[src/rtl/multicycle_ctrl_if.sv]
// Control bundle between the multicycle control FSM (master) and the shared datapath (slave).
interface multicycle_ctrl_if #(
   parameter int CNT_W = 32
);
   logic [5:0]       opcode;
   logic             zero;
   logic             mem_ready;
   logic             pc_en;
   logic             iord;
   logic             mem_write;
   logic             ir_write;
   logic             reg_write;
   logic             reg_dst;
   logic             mem_to_reg;
   logic             alu_src_a;
   logic [1:0]       alu_src_b;
   logic [1:0]       alu_op;
   logic [1:0]       pc_src;
   logic             illegal_op;
   logic [CNT_W-1:0] instr_count;

   modport master (
      input  opcode, zero, mem_ready,
      output pc_en, iord, mem_write, ir_write, reg_write, reg_dst, mem_to_reg,
             alu_src_a, alu_src_b, alu_op, pc_src, illegal_op, instr_count
   );

   modport slave (
      output opcode, zero, mem_ready,
      input  pc_en, iord, mem_write, ir_write, reg_write, reg_dst, mem_to_reg,
             alu_src_a, alu_src_b, alu_op, pc_src, illegal_op, instr_count
   );
endinterface

[src/rtl/multicycle_ctrl.sv]
// Main control FSM of the multicycle MIPS-subset core plus retired-instruction counter.
// Optional feature: define CTRL_BNE_EN to add bne (opcode 000101) support.
module multicycle_ctrl #(
   parameter int CNT_W = 32
) (
   input  logic              clk,
   input  logic              rst,
   multicycle_ctrl_if.master bus
);
   typedef enum logic [3:0] {
      S_FETCH  = 4'd0,  S_DECODE = 4'd1,  S_MEMADR = 4'd2,  S_MEMRD  = 4'd3,
      S_MEMWB  = 4'd4,  S_MEMWR  = 4'd5,  S_EXEC   = 4'd6,  S_ALUWB  = 4'd7,
      S_BRANCH = 4'd8,  S_ADDIEX = 4'd9,  S_ADDIWB = 4'd10, S_JUMP   = 4'd11
   } state_t;

   localparam logic [5:0] OP_RTYPE = 6'b000000;
   localparam logic [5:0] OP_LW    = 6'b100011;
   localparam logic [5:0] OP_SW    = 6'b101011;
   localparam logic [5:0] OP_BEQ   = 6'b000100;
   localparam logic [5:0] OP_ADDI  = 6'b001000;
   localparam logic [5:0] OP_J     = 6'b000010;
`ifdef CTRL_BNE_EN
   localparam logic [5:0] OP_BNE   = 6'b000101;
`endif

   state_t           state_r, state_nxt_s;
   logic [CNT_W-1:0] cnt_r;
   logic             retire_s, taken_s;
   logic             pc_en_s, iord_s, mem_write_s, ir_write_s, reg_write_s;
   logic             reg_dst_s, mem_to_reg_s, alu_src_a_s, illegal_op_s;
   logic [1:0]       alu_src_b_s, alu_op_s, pc_src_s;

`ifdef CTRL_BNE_EN
   logic             is_bne_r;

   // remember at DECODE whether the branch in flight is bne
   always_ff @(posedge clk) begin
      if (rst) begin
         is_bne_r <= 1'b0;
      end else if (state_r == S_DECODE) begin
         is_bne_r <= (bus.opcode == OP_BNE);
      end else begin
         is_bne_r <= is_bne_r;
      end
   end

   assign taken_s = is_bne_r ? ~bus.zero : bus.zero;
`else
   assign taken_s = bus.zero;
`endif

   // state register
   always_ff @(posedge clk) begin
      if (rst) begin
         state_r <= S_FETCH;
      end else begin
         state_r <= state_nxt_s;
      end
   end

   // retired-instruction counter, wraps silently
   always_ff @(posedge clk) begin
      if (rst) begin
         cnt_r <= '0;
      end else if (retire_s) begin
         cnt_r <= cnt_r + {{(CNT_W-1){1'b0}}, 1'b1};
      end else begin
         cnt_r <= cnt_r;
      end
   end

   // next-state and control decode; reset forces every output low
   always_comb begin
      state_nxt_s  = S_FETCH;
      retire_s     = 1'b0;
      pc_en_s      = 1'b0;
      iord_s       = 1'b0;
      mem_write_s  = 1'b0;
      ir_write_s   = 1'b0;
      reg_write_s  = 1'b0;
      reg_dst_s    = 1'b0;
      mem_to_reg_s = 1'b0;
      alu_src_a_s  = 1'b0;
      alu_src_b_s  = 2'b00;
      alu_op_s     = 2'b00;
      pc_src_s     = 2'b00;
      illegal_op_s = 1'b0;
      if (rst) begin
         state_nxt_s = S_FETCH;
      end else begin
         case (state_r)
            S_FETCH: begin
               alu_src_b_s = 2'b01;
               ir_write_s  = bus.mem_ready;
               pc_en_s     = bus.mem_ready;
               state_nxt_s = bus.mem_ready ? S_DECODE : S_FETCH;
            end
            S_DECODE: begin
               alu_src_b_s = 2'b11;
               case (bus.opcode)
                  OP_RTYPE:      state_nxt_s = S_EXEC;
                  OP_LW, OP_SW:  state_nxt_s = S_MEMADR;
                  OP_BEQ:        state_nxt_s = S_BRANCH;
`ifdef CTRL_BNE_EN
                  OP_BNE:        state_nxt_s = S_BRANCH;
`endif
                  OP_ADDI:       state_nxt_s = S_ADDIEX;
                  OP_J:          state_nxt_s = S_JUMP;
                  default: begin
                     state_nxt_s  = S_FETCH;
                     illegal_op_s = 1'b1;
                  end
               endcase
            end
            S_MEMADR: begin
               alu_src_a_s = 1'b1;
               alu_src_b_s = 2'b10;
               state_nxt_s = (bus.opcode == OP_LW) ? S_MEMRD : S_MEMWR;
            end
            S_MEMRD: begin
               iord_s      = 1'b1;
               state_nxt_s = bus.mem_ready ? S_MEMWB : S_MEMRD;
            end
            S_MEMWB: begin
               mem_to_reg_s = 1'b1;
               reg_write_s  = 1'b1;
               retire_s     = 1'b1;
            end
            S_MEMWR: begin
               iord_s      = 1'b1;
               mem_write_s = bus.mem_ready;
               retire_s    = bus.mem_ready;
               state_nxt_s = bus.mem_ready ? S_FETCH : S_MEMWR;
            end
            S_EXEC: begin
               alu_src_a_s = 1'b1;
               alu_op_s    = 2'b10;
               state_nxt_s = S_ALUWB;
            end
            S_ALUWB: begin
               reg_dst_s   = 1'b1;
               reg_write_s = 1'b1;
               retire_s    = 1'b1;
            end
            S_BRANCH: begin
               alu_src_a_s = 1'b1;
               alu_op_s    = 2'b01;
               pc_src_s    = 2'b01;
               pc_en_s     = taken_s;
               retire_s    = 1'b1;
            end
            S_ADDIEX: begin
               alu_src_a_s = 1'b1;
               alu_src_b_s = 2'b10;
               state_nxt_s = S_ADDIWB;
            end
            S_ADDIWB: begin
               reg_write_s = 1'b1;
               retire_s    = 1'b1;
            end
            S_JUMP: begin
               pc_src_s = 2'b10;
               pc_en_s  = 1'b1;
               retire_s = 1'b1;
            end
            default: state_nxt_s = S_FETCH;
         endcase
      end
   end

   assign bus.pc_en       = pc_en_s;
   assign bus.iord        = iord_s;
   assign bus.mem_write   = mem_write_s;
   assign bus.ir_write    = ir_write_s;
   assign bus.reg_write   = reg_write_s;
   assign bus.reg_dst     = reg_dst_s;
   assign bus.mem_to_reg  = mem_to_reg_s;
   assign bus.alu_src_a   = alu_src_a_s;
   assign bus.alu_src_b   = alu_src_b_s;
   assign bus.alu_op      = alu_op_s;
   assign bus.pc_src      = pc_src_s;
   assign bus.illegal_op  = illegal_op_s;
   assign bus.instr_count = cnt_r;
endmodule
[src/flat_wrapper.sv]
// flat-port wrapper written by rule: the top's interface ports become plain ports
module multicycle_ctrl_flat 
#(
   parameter int CNT_W = 32
)
  (clk, rst, bus_opcode, bus_zero, bus_mem_ready, bus_pc_en, bus_iord, bus_mem_write, bus_ir_write, bus_reg_write, bus_reg_dst, bus_mem_to_reg, bus_alu_src_a, bus_alu_src_b, bus_alu_op, bus_pc_src, bus_illegal_op, bus_instr_count);
  multicycle_ctrl_if #(.CNT_W(CNT_W)) bus_i ();
  input  logic clk;
  input  logic rst;
  input wire logic [$bits(bus_i.opcode)-1:0] bus_opcode;
  input wire logic [$bits(bus_i.zero)-1:0] bus_zero;
  input wire logic [$bits(bus_i.mem_ready)-1:0] bus_mem_ready;
  output wire logic [$bits(bus_i.pc_en)-1:0] bus_pc_en;
  output wire logic [$bits(bus_i.iord)-1:0] bus_iord;
  output wire logic [$bits(bus_i.mem_write)-1:0] bus_mem_write;
  output wire logic [$bits(bus_i.ir_write)-1:0] bus_ir_write;
  output wire logic [$bits(bus_i.reg_write)-1:0] bus_reg_write;
  output wire logic [$bits(bus_i.reg_dst)-1:0] bus_reg_dst;
  output wire logic [$bits(bus_i.mem_to_reg)-1:0] bus_mem_to_reg;
  output wire logic [$bits(bus_i.alu_src_a)-1:0] bus_alu_src_a;
  output wire logic [$bits(bus_i.alu_src_b)-1:0] bus_alu_src_b;
  output wire logic [$bits(bus_i.alu_op)-1:0] bus_alu_op;
  output wire logic [$bits(bus_i.pc_src)-1:0] bus_pc_src;
  output wire logic [$bits(bus_i.illegal_op)-1:0] bus_illegal_op;
  output wire logic [$bits(bus_i.instr_count)-1:0] bus_instr_count;
  assign bus_i.opcode = bus_opcode;
  assign bus_i.zero = bus_zero;
  assign bus_i.mem_ready = bus_mem_ready;
  assign bus_pc_en = bus_i.pc_en;
  assign bus_iord = bus_i.iord;
  assign bus_mem_write = bus_i.mem_write;
  assign bus_ir_write = bus_i.ir_write;
  assign bus_reg_write = bus_i.reg_write;
  assign bus_reg_dst = bus_i.reg_dst;
  assign bus_mem_to_reg = bus_i.mem_to_reg;
  assign bus_alu_src_a = bus_i.alu_src_a;
  assign bus_alu_src_b = bus_i.alu_src_b;
  assign bus_alu_op = bus_i.alu_op;
  assign bus_pc_src = bus_i.pc_src;
  assign bus_illegal_op = bus_i.illegal_op;
  assign bus_instr_count = bus_i.instr_count;
  multicycle_ctrl #(.CNT_W(CNT_W)) u_core (.clk(clk), .rst(rst), .bus(bus_i));
endmodule
[config.mk]
export PLATFORM = sky130hd
export DESIGN_NAME = multicycle_ctrl_flat
export DESIGN_NICKNAME = d
export VERILOG_FILES = /design/src/rtl/multicycle_ctrl_if.sv /design/src/rtl/multicycle_ctrl.sv /design/src/flat_wrapper.sv
export SDC_FILE = /design/constraint.sdc
export NUM_CORES = 1
export LEC_CHECK = 0
export ABC_CLOCK_PERIOD_IN_PS = 4550
export CELL_PAD_IN_SITES_DETAIL_PLACEMENT = 1
export CELL_PAD_IN_SITES_GLOBAL_PLACEMENT = 2
export CORE_UTILIZATION = 30
export CTS_BUF_LIST = sky130_fd_sc_hd__clkbuf_8
export DETAILED_ROUTE_END_ITERATION = 6
export GPL_ROUTABILITY_DRIVEN = 0
export PLACE_DENSITY_LB_ADDON = 0.1
export SETUP_SLACK_MARGIN = 0.05
export SLEW_MARGIN = 0
export SYNTH_ARGS = -nofsm -noshare
export SYNTH_HDL_FRONTEND = slang
export SYNTH_SLANG_ARGS = --single-unit
[constraint.sdc]
create_clock -name clk -period 4.55 [get_ports clk]
set_input_delay 1.1375 -clock clk [delete_from_list [all_inputs] [get_ports clk]]
set_output_delay 1.1375 -clock clk [all_outputs]
set_load 0.02 [all_outputs]
# ---- Yosys cells after proc, flatten, opt, wreduce, memory -nomap -nowiden
# Index checks and enable logic that the tools add are counted.
dict set report word_totals {
  ramBits 0
  reg_bits 36
  latchBits 0
  word_cells 61
  rom_bits 0
  inputBits 10
  n_memories 0
}
dict set report classes {
  n_addsub 1
  n_eq_ne 16
  n_mul 0
  n_bitwise 0
  mux 33
  n_reduce_logical 9
  n_shift 0
  n_lt_le_gt_ge 0
  div 0
}
# operator n
set ops {}
lappend ops {{$add 32x1->32 const B} 1}
lappend ops {{$pmux 4 s7} 1}
lappend ops {{$mux 1} 20}
lappend ops {{$pmux 4 s5} 1}
lappend ops {{$eq 4x3->1 const B} 4}
lappend ops {{$eq 4x4->1 const B} 4}
lappend ops {{$eq 6x6->1 const B} 2}
lappend ops {{$mux 3} 3}
lappend ops {{$eq 4x2->1 const B} 2}
lappend ops {{$pmux 2 s2} 2}
lappend ops {{$eq 6x2->1 const B} 1}
lappend ops {{$eq 6x3->1 const B} 1}
lappend ops {{$eq 6x4->1 const B} 1}
lappend ops {{$logic_not 6->1} 1}
lappend ops {{$mux 2} 3}
lappend ops {{$pmux 2 s3} 1}
lappend ops {{$reduce_or 2->1} 3}
lappend ops {{$reduce_or 6->1} 1}
lappend ops {{$reduce_or 5->1} 1}
lappend ops {{$eq 4x1->1 const B} 1}
lappend ops {{$logic_not 4->1} 1}
lappend ops {{$reduce_or 4->1} 1}
lappend ops {{$pmux 1 s3} 1}
lappend ops {{$reduce_or 3->1} 1}
lappend ops {{$pmux 1 s2} 1}

# ---- Depth between registers and ports, before layout
dict set report logic_depth {
  ltp_word 5
  ltp_mapped 7
  mapped_depth_nobuf 6
}

# ---- Worst setup path after synthesis
# Ideal clock, no wire load.
dict set report synth_timing {
  kind {input to output}
  startpoint {input port rst}
  endpoint {output port bus_illegal_op}
  slack_ns 0.986
  required_ns 3.413
  arrival_ns 2.427
  path_buffers 0
  cell_stages 3
  path_cell_list {nor4_1 -> o311ai_0 -> nor2_1}
}
dict set report synth_via {
  elab_chain_cells 1
}
# item line
set synth_rtl {}
lappend synth_rtl {{start: declaration} flat_wrapper.sv:9} ;# input logic rst;
lappend synth_rtl {{$mux 1} multicycle_ctrl.sv:88} ;# if (rst) begin
lappend synth_rtl {{end: declaration} flat_wrapper.sv:24} ;# output wire logic [$bits(bus_i.illegal_op)-1:0] bus_illegal_op;
# Every way passes these cells.

# ---- Final worst setup path
dict set report layout_timing {
  startpoint {input port bus_opcode[0]}
  endpoint {output port bus_illegal_op}
}
dict set report layout_via {
  elab_chain_cells 5
  word_cells_on_any_way 10
  cone_classes {eq/ne: 5; mux: 3; reduce/logical: 2}
}
# item line
set layout_rtl {}
lappend layout_rtl {{start: declaration} flat_wrapper.sv:10} ;# input wire logic [$bits(bus_i.opcode)-1:0] bus_opcode;
lappend layout_rtl {{$eq 6x6->1, or another cell as far along} multicycle_ctrl.sv:100} ;# case (bus.opcode)
lappend layout_rtl {{$reduce_or 6->1 (no source line) *} n/a}
lappend layout_rtl {{$mux 1 *} multicycle_ctrl.sv:100}
lappend layout_rtl {{$mux 1 *} multicycle_ctrl.sv:91} ;# case (state_r)
lappend layout_rtl {{$mux 1 *} multicycle_ctrl.sv:88}
# Every way passes the cells marked *; elsewhere a longest branch is shown, timed or not.

==> out/metrics.cfg <==
[synth]
netlist.area_leader.share=0.325
synth_edf_count=0
synth_area_leaders=dfxtp_1 32%, xnor2_1 5.9%, nor2_1 5.4%
synth-simple-area-share=0.378
ys.flop_type=dfxtp_1
yosys_warnings=0
synthArstFlopShare=0
synth_compound_gate_area_share=0.162
syn-cell-area_sq_um=2220
synth_xor_area_frac=0.0711
syn_inst=276
ys_types=56
synth.avg_cell_area_sq_um=8.04
synth_top_family_by_area=simple AND/OR/NAND/NOR gates
synth-seq-area-share=0.325
ys_ff_latch=36
syn_nets=287
synth_area_leader_cell=dfxtp_1
synth_fa_ha_area_frac=0.00564
synth_mux_area_frac=0.00451

[setup_path]
critPathKind=in2out
r2r_cells=5
crit_fanout=5
arrival_ns=3.01
end_kind=primary output
start_kind=input port
required_ns=3.41

[grt]
first_global_vias=2218
grt_usage=0.186
grt_max_degree=37
antenna_found_initial=0
grt_pass1_wl_microns=11100
grt-ovfl-total=0

[floorplanning]
coreArea_sq_um=6980
die_area_sq_um=7740
start_util=0.318
die_y_microns=88.0
std_cell_rows=30
die_w_microns=88.0
ioPinCount=57

[final_layout]
final_common_cell=clkdlybuf4s50_1
drive_above_1_share=0.0681
area_growth_pct=29.8
n_antenna_cell=0
final_cell_mix=55 x clkdlybuf4s50_1, 36 x dfxtp_1, 32 x nor2_1
fin_nets=333
layout.cells.non_filler=419

[power]
p_leak_nw=0.835
cellPowerDensity_nw_per_um2=209
vdd_drop_max_uv=107

[cts]
clk_latency_ns=0.29
post_cts_buffers=0
ctsResizeCount=0
clk_pin_slew_ns=0.07
cts_root_buffer=clkbuf_8
cts_buffer_depth=2
cts.htree.levels=2
numClockSinks=36
cts_buffers=5
cts_tree=done
postCtsHoldBufs=0

[routing]
post_drt_wl_per_cell_microns=16.0
finalWirelength_microns=6690
route.detailed.drc=0
drt_iter0_drc=89
viasPerCell=5.39
drtPass1Iterations=4
ant_nets=0
vias=2258

[timing]
relSlewSlack=0.494
setup_violations=0
clock_skew_ns=0.00574
rsz0062_at_grt=false
finalSetupTns_ns=0
fmax_ghz=0.241
fin_crit_sh=0.913
slew_violations=0
period_minus_slack_ns=4.15
final_hold_viol_count=0
worstMarginPinSlew_ns=0.748

[placed_design]
placed_cells=411
portBuffers=56
dp_hpwl_microns=4780

[flow_run]
maxCapViolations=0

[worst_hold_path]
min_path_cells=2
hold_path.class=reg2reg

[outcome]
status=complete, no violations

[synthesized netlist by cell type, drive strengths merged, types with 2 or more instances]
cell	n
nand3	9
clkbuf	11
xor2	3
nor4b	5
buf	6
and4	4
dfxtp	36
nand4b	3
nand4	9
a21oi	21
and2	2
nor2b	3
o41ai	2
nand2b	7
or2	3
nor3	11
nand3b	2
or3	5
or4	8
nor4	15
nor2	32
o31ai	9
inv	2
xnor2	15
nand2	20
and3	2
a31oi	2
o21ai	14
[sequential cells by signal, summed over array words and instances, names as in the netlist]
name / cells
u_core.bus.instr_count: 32
u_core.state_r: 4
[worst paths after layout]
path / startpoint / endpoint / slack (ns)
worst max-delay path: bus_opcode[0] / bus_illegal_op / 0.40
worst min-delay path: u_core.bus.instr_count[31]$_SDFFE_PP0P_ / u_core.bus.instr_count[31]$_SDFFE_PP0P_ / 0.49
worst min register to register: u_core.bus.instr_count[31]$_SDFFE_PP0P_ / u_core.bus.instr_count[31]$_SDFFE_PP0P_ / 0.49
worst max register to register: u_core.state_r[0]$_SDFF_PP0_ / u_core.bus.instr_count[20]$_SDFFE_PP0P_ / 1.89
[layout make-up]
class	instances	area, sq um
fill	851	4100
timing repair buffer	57	563
tap	96	120
inverter	2	7.51
clock inverter	2	7.51
clock buffer	6	82.6
sequential	36	721
multi-input combinational	220	1380
[critical path, stage by stage]
cell	delay [ns]
clkdlybuf4s50_1	0.47
or3_1	0.43
o311ai_0	0.36
nor2_1	0.07
clkdlybuf4s50_1	0.54
[logic make-up after synthesis]
logic type	count (synthesis)
AO/OA/AOI/OAI	56
XOR/XNOR	18
adder cells (fa/ha/maj)	1
buffers and inverters	20
flip-flops	36
multiplexers	1
AND/OR/NAND/NOR	144
[where the power goes]
group	switching (mW)	leakage, nW	internal [mW]
Combinational	0.0279	0.491	0.0212
Clock	0.114	0.0538	0.119
Sequential	0.00417	0.290	0.316
Total	0.146	0.835	0.456
[stage by stage]
stage | power (mW) | util | area [sq um] | setup slack [ns] | hold slack, ns
finish | 0.602 | 0.413 | 2880 | 0.398 | 0.490
global route | 0.629 | 0.413 | 2880 | 0.243 | 0.510
CTS | 0.617 | 0.413 | 2880 | 0.394 | 0.491
detailed placement | 0.377 | 0.400 | 2790 | 0.421 | 0.475
global placement | 0.376 | 0.400 | 2790 | 0.427 | 0.477
floorplan | 0.356 | - | 2220 | 0.986 | 0.551
[routing by layer]
layer	GRT usage	up-vias	share of wire
li1	-	1117	-
met1	0.255	1095	0.50
met2	0.297	39	0.46
met3	0.0292	7	0.028
met4	0.0581	0	0.012
met5	0	-	0
No activity file was read; power rests on OpenSTA's default activity.
